--- src/rtl/fpu_ss_xif_arbiter.sv ---
// Round-robin X-interface issue arbiter for a shared fpu_ss instance.
// Remaps (core, id) to local tags and routes results back by tag lookup.
module fpu_ss_xif_arbiter #(
    parameter int unsigned NB_CORES     = 8,
    parameter int unsigned ID_WIDTH     = 4,
    parameter int unsigned MAX_INFLIGHT = 4,
    parameter int unsigned DATA_WIDTH   = 32,
    localparam int unsigned TAG_W       = $clog2(MAX_INFLIGHT),
    localparam int unsigned CORE_W      = $clog2(NB_CORES)
) (
    input  logic                         clk_i,
    input  logic                         rst_i,
    input  logic [NB_CORES-1:0]          core_issue_valid_i,
    output logic [NB_CORES-1:0]          core_issue_ready_o,
    input  logic [NB_CORES*32-1:0]       core_issue_instr_i,
    input  logic [NB_CORES*ID_WIDTH-1:0] core_issue_id_i,
    output logic                         core_issue_accept_o,
    output logic                         fpu_issue_valid_o,
    input  logic                         fpu_issue_ready_i,
    output logic [31:0]                  fpu_issue_instr_o,
    output logic [TAG_W-1:0]             fpu_issue_id_o,
    input  logic                         fpu_issue_accept_i,
    input  logic                         fpu_result_valid_i,
    output logic                         fpu_result_ready_o,
    input  logic [TAG_W-1:0]             fpu_result_id_i,
    input  logic [DATA_WIDTH-1:0]        fpu_result_data_i,
    output logic [NB_CORES-1:0]          core_result_valid_o,
    input  logic [NB_CORES-1:0]          core_result_ready_i,
    output logic [ID_WIDTH-1:0]          core_result_id_o,
    output logic [DATA_WIDTH-1:0]        core_result_data_o,
    output logic [TAG_W:0]               inflight_o,
    output logic                         tag_err_o
);

    logic [MAX_INFLIGHT-1:0] busy_q, busy_d;
    logic [CORE_W-1:0]       owner_q [MAX_INFLIGHT];
    logic [ID_WIDTH-1:0]     cid_q   [MAX_INFLIGHT];
    logic [CORE_W-1:0]       rr_ptr_q, rr_ptr_d;
    logic                    lock_q, lock_d;
    logic [CORE_W-1:0]       lock_grant_q, lock_grant_d;

    logic [TAG_W-1:0]  free_tag;
    logic              full;
    logic [CORE_W-1:0] rr_grant;
    logic [CORE_W-1:0] grant;
    logic              issue_valid;
    logic              issue_hs;
    logic              alloc;
    logic              res_busy;
    logic [CORE_W-1:0] res_owner;
    logic              res_free;
    logic [TAG_W:0]    busy_cnt;

    // Lowest free tag from the registered busy mask, plus occupancy count.
    always_comb begin
        free_tag = '0;
        busy_cnt = '0;
        for (int i = MAX_INFLIGHT - 1; i >= 0; i--) begin
            if (!busy_q[i]) free_tag = TAG_W'(i);
            busy_cnt = busy_cnt + {{TAG_W{1'b0}}, busy_q[i]};
        end
        full = &busy_q;
    end

    // First valid core after rr_ptr, searching cyclically.
    always_comb begin
        rr_grant = '0;
        for (int i = int'(NB_CORES); i >= 1; i--) begin
            if (core_issue_valid_i[(int'(rr_ptr_q) + i) % int'(NB_CORES)])
                rr_grant = CORE_W'((int'(rr_ptr_q) + i) % int'(NB_CORES));
        end
    end

    // Issue path: pass the (possibly locked) grant through to fpu_ss.
    always_comb begin
        grant       = lock_q ? lock_grant_q : rr_grant;
        issue_valid = !rst_i && !full && core_issue_valid_i[grant];
        issue_hs    = issue_valid && fpu_issue_ready_i;
        alloc       = issue_hs && fpu_issue_accept_i;

        fpu_issue_valid_o   = issue_valid;
        fpu_issue_instr_o   = rst_i ? '0 : core_issue_instr_i[grant*32 +: 32];
        fpu_issue_id_o      = rst_i ? '0 : free_tag;
        core_issue_ready_o  = issue_hs ? (NB_CORES'(1) << grant) : '0;
        core_issue_accept_o = alloc;
    end

    // Result path: route by tag owner; results on free tags are dropped.
    always_comb begin
        res_busy  = busy_q[fpu_result_id_i];
        res_owner = owner_q[fpu_result_id_i];
        res_free  = !rst_i && fpu_result_valid_i && res_busy
                    && core_result_ready_i[res_owner];

        core_result_valid_o = '0;
        if (!rst_i && fpu_result_valid_i && res_busy)
            core_result_valid_o = NB_CORES'(1) << res_owner;
        fpu_result_ready_o = !rst_i && (!res_busy || core_result_ready_i[res_owner]);
        tag_err_o          = !rst_i && fpu_result_valid_i && !res_busy;
        core_result_id_o   = rst_i ? '0 : cid_q[fpu_result_id_i];
        core_result_data_o = rst_i ? '0 : fpu_result_data_i;
        inflight_o         = rst_i ? '0 : busy_cnt;
    end

    // Next-state for busy mask, round-robin pointer and grant lock.
    always_comb begin
        busy_d = busy_q;
        if (res_free) busy_d[fpu_result_id_i] = 1'b0;
        if (alloc)    busy_d[free_tag]        = 1'b1;
        rr_ptr_d     = issue_hs ? grant : rr_ptr_q;
        lock_d       = issue_valid && !fpu_issue_ready_i;
        lock_grant_d = grant;
    end

    // Control state registers.
    always_ff @(posedge clk_i) begin
        if (rst_i) begin
            busy_q       <= '0;
            rr_ptr_q     <= CORE_W'(NB_CORES - 1);
            lock_q       <= 1'b0;
            lock_grant_q <= '0;
        end else begin
            busy_q       <= busy_d;
            rr_ptr_q     <= rr_ptr_d;
            lock_q       <= lock_d;
            lock_grant_q <= lock_grant_d;
        end
    end

    // Tag table payload, written on allocation only.
    always_ff @(posedge clk_i) begin
        if (rst_i) begin
            for (int i = 0; i < int'(MAX_INFLIGHT); i++) begin
                owner_q[i] <= '0;
                cid_q[i]   <= '0;
            end
        end else if (alloc) begin
            owner_q[free_tag] <= grant;
            cid_q[free_tag]   <= core_issue_id_i[grant*ID_WIDTH +: ID_WIDTH];
        end
    end

endmodule

--- config.mk ---
export PLATFORM = sky130hd
export DESIGN_NAME = fpu_ss_xif_arbiter
export DESIGN_NICKNAME = d
export VERILOG_FILES = /design/src/rtl/fpu_ss_xif_arbiter.sv
export SDC_FILE = /design/constraint.sdc
export NUM_CORES = 1
export LEC_CHECK = 0
export ABC_AREA = 1
export BUFFER_PORTS_ARGS = -buffer_cell sky130_fd_sc_hd__clkbuf_2
export CAP_MARGIN = 20
export CORE_AREA = 2 2 170 172
export DETAILED_ROUTE_END_ITERATION = 7
export DIE_AREA = 0 0 172 174
export HOLD_SLACK_MARGIN = 0.1
export PLACE_DENSITY = 0.42
export SLEW_MARGIN = 20
export SYNTH_ARGS = -nofsm -noshare
export SYNTH_HDL_FRONTEND = slang
export SYNTH_SLANG_ARGS = --single-unit
export TNS_END_PERCENT = 1
--- constraint.sdc ---
create_clock -name clk_i -period 4.94 [get_ports clk_i]
set_clock_uncertainty 0.2 [all_clocks]
set_input_delay 0.988 -clock clk_i [delete_from_list [all_inputs] [get_ports clk_i]]
set_output_delay 0.988 -clock clk_i [all_outputs]
set_load 0.1 [all_outputs]
==> summary.txt <==
Setup path
  – WP data arrival: 3450 ps
  – Reg2reg path depth: 28
  – Kind of critical path: in -> out
  – CP Max Fanout: 6
  – Reg-to-Reg Start: rr_ptr_q[1]
  – Required @ worst endpoint: 3750 ps
  – CP endpoint kind: output pin
  – Reg-to-reg slack, setup: approximately 760 ps
  – CP Launch Type: input port
  – Worst R2R End: cid_q[0][1]

Min path
  – Worst Hold End: busy_q[2]
  – Hold Path Origin: busy_q[2]
  – Hold Crit Class: reg -> reg
  – Hold Path Depth: 2

Clocking
  – CTS Buffer Depth: 2
  – Clk sinks: 39
  – CTS Buf Count: 5
  – H-tree depth: 2
  – CTS Root Cell: clkbuf_16
  – CTS clk-pin slew, worst paths: 60 ps
  – Setup Buffers After CTS: 0
  – Post-CTS Hold Fix Bufs: 0
  – CTS tree: done
  – Clk_lat worst skew: approximately 280 ps

Outcome
  – Outcome: completed

STA
  – Min cycle time layout: 4640 ps
  – Max_slew headroom: 0.627
  – Final hold vios: 0
  – RSZ-0062 raised after global routing: true
  – Setup tns final: 0 ps
  – Hold slack: roughly 350 ps
  – # setup viols final: 0
  – Max-slew violation count: 0
  – Peak Freq: about 0.22 GHz
  – Tcrit/Tclk final: 0.940
  – Least-Margin Pin Slew: about 560 ps
  – Final worst slack: 298 ps

Placed design
  – DP Worst Slack: around 200 ps
  – Port Buffer Count: 435
  – DP HPWL: 23900 um
  – Post-Place Cells: 1674
  – Global placement routability congestion: 0.887

Global routing
  – GR Overflow Total: 0
  – Vias in the first global route: 7263
  – GRT Total Usage: 0.181
  – First-pass GRT wire length: 41400 um
  – Initial antenna violation count: 3
  – Pin count of the biggest net entering global routing: 47

Layout
  – Share of layout cells above drive strength 1: 0.582
  – Fin cells: 1685
  – Nets: 1646
  – Area grow syn2layout: 68.5%

Job
  – Max-cap violation count: 0

Floorplanning
  – Boundary Pins: roughly 440
  – DIE AREA: between 20000 and 30000 um2
  – Die W: 172 um
  – Core area: around 28000 um2
  – Die Span Y: about 170 um
  – Starting density of the core: 0.195
  – Row cnt: between 60 and 70

Yosys
  – Ys flop type: edfxtp_1
  – #FFs+latches synth: 39
  – Synth Instances: 874
  – Ys Warns: 0
  – Fraction of registers with async set/reset: 0
  – Post-synthesis sequential area ratio: 0.193
  – Cell variety after synth: 47
  – Post-Synthesis Cell Area: 5500 um2
  – Synth Area per Inst: 6.29 um2
  – Syn Nets: about 1200
  – Post-synth EDFFs: 28

Routing
  – Residual DRC: 0
  – Initial DRC count: roughly 320
  – Vias: between 7000 and 8000
  – Routed Wire Length: between 20000 and 30000 um
  – Routed Antenna Nets: 0
  – First-pass DRT Iterations: 5
  – Via density: 4.41
  – Drt wl/cell: 16.9 um
==> stage by stage <==
stage / utilization / area (um2)
finish: 0.328 / 9260
global route: 0.328 / 9260
floorplan: - / 5640
detailed placement: 0.319 / 9000
global placement: 0.319 / 9000
CTS: 0.325 / 9170
==> critical path, cell delays in order <==
cell and delay, ps:
clkbuf_2 100, nand2_1 100, nand3_1 120, nand3_2 110, nand2_2 70, inv_2 40, nand2_1 60, nand2_1 60
nand2_1 50, nand2_1 50, nand2_1 40, nand2_1 60, nand2_1 60, nand3_2 130, nand2_2 130, buf_4 180
nand2_1 50, nand2_1 40, nand2_1 50, nand2_1 50, nand2_1 70, nand2_2 70, nor2_4 130, nand2_4 60
inv_1 90, nand2_2 110, nor2_2 180, buf_12 190
==> repair_timing <==
item                                    CTS  global route
pin swaps                                 0             1
hold endpoints to repair                  0             0
resized for setup                         1            16
endpoints found under the setup margin    4            41
==> registers in the layout, indices dropped and copies added, names as in the netlist <==
name and flops:
owner_q 12, busy_q 4, cid_q 16, lock_grant_q 3
lock_q 1, rr_ptr_q 3
==> worst max path at each step <==
stage,startpoint,endpoint,slack [ps]
2_1_floorplan,rr_ptr_q[0],fpu_issue_instr_o[16],-490
3_3_place_gp,core_issue_valid_i[0],fpu_issue_instr_o[25],230
3_5_place_dp,core_issue_valid_i[0],core_issue_ready_o[6],200
4_1_cts,rr_ptr_q[1],core_issue_ready_o[6],40
5_1_grt,rr_ptr_q[0],core_issue_ready_o[2],-70
6_report,core_issue_valid_i[0],core_issue_ready_o[2],300
==> cells by family after synthesis <==
kind of cell,after synthesis,synth area share
and+or+nand+nor,560,0.529
DFF,39,0.193
adders and majority gates,6,0.0150
AOI/OAI and AO/OA,121,0.149
buffers and inverters,145,0.108
xor gates and xnor gates,3,0.00478
==> cell usage after synthesis (3+ instances only) <==
library cell / n / area share
a21oi_1: 16 / 0.015
a22oi_1: 11 / 0.015
buf_1: 3 / 0.0020
buf_2: 7 / 0.0064
clkbuf_1: 27 / 0.018
clkbuf_2: 3 / 0.0027
dfxtp_1: 11 / 0.040
edfxtp_1: 28 / 0.15
ha_1: 5 / 0.011
inv_1: 94 / 0.064
inv_2: 5 / 0.0034
nand2_1: 124 / 0.085
nand2_2: 18 / 0.020
nand2_4: 3 / 0.0061
nand3_1: 37 / 0.034
nand3_2: 5 / 0.0091
nand3b_1: 3 / 0.0041
nand4_1: 37 / 0.042
nor2_1: 115 / 0.078
nor3_1: 3 / 0.0027
o2111ai_1: 18 / 0.029
o211ai_1: 6 / 0.0082
o21ai_0: 24 / 0.022
o22ai_1: 21 / 0.024
o32ai_1: 14 / 0.022
or2_2: 211 / 0.24
==> layer usage <==
| metal | vias up | share of wire | GRT usage |
|---|---|---|---|
| li1 | 3725 | - | - |
| met1 | 3364 | 0.40 | 0.214 |
| met2 | 320 | 0.52 | 0.337 |
| met3 | 25 | 0.064 | 0.0289 |
| met4 | 0 | 0.017 | 0.0403 |
| met5 | - | 0 | 0 |
==> cell type report <==
| type | instances | area, um2 |
|---|---|---|
| antenna | 3 | 7.51 |
| clock buffer | 5 | 125 |
| clock inverter | 3 | 43.8 |
| fill | 3183 | 19000 |
| inverter | 100 | 375 |
| multi-input combinational | 690 | 4060 |
| sequential | 39 | 1060 |
| tap | 384 | 480 |
| timing repair buffer | 461 | 3110 |
==> layout by cell type (no fill, tap or decap), drive strengths merged, types with 26 or more instances in the layout <==
cell type / count
nand3: 42
or2: 212
nand4: 37
clkbuf: 398
buf: 68
edfxtp: 28
nand2: 145
o21ai: 26
nor2: 117
inv: 98
Power is left out: the tool's default activity adds up to more than one toggle a clock period on the data nets, which glitch-free logic cannot reach.
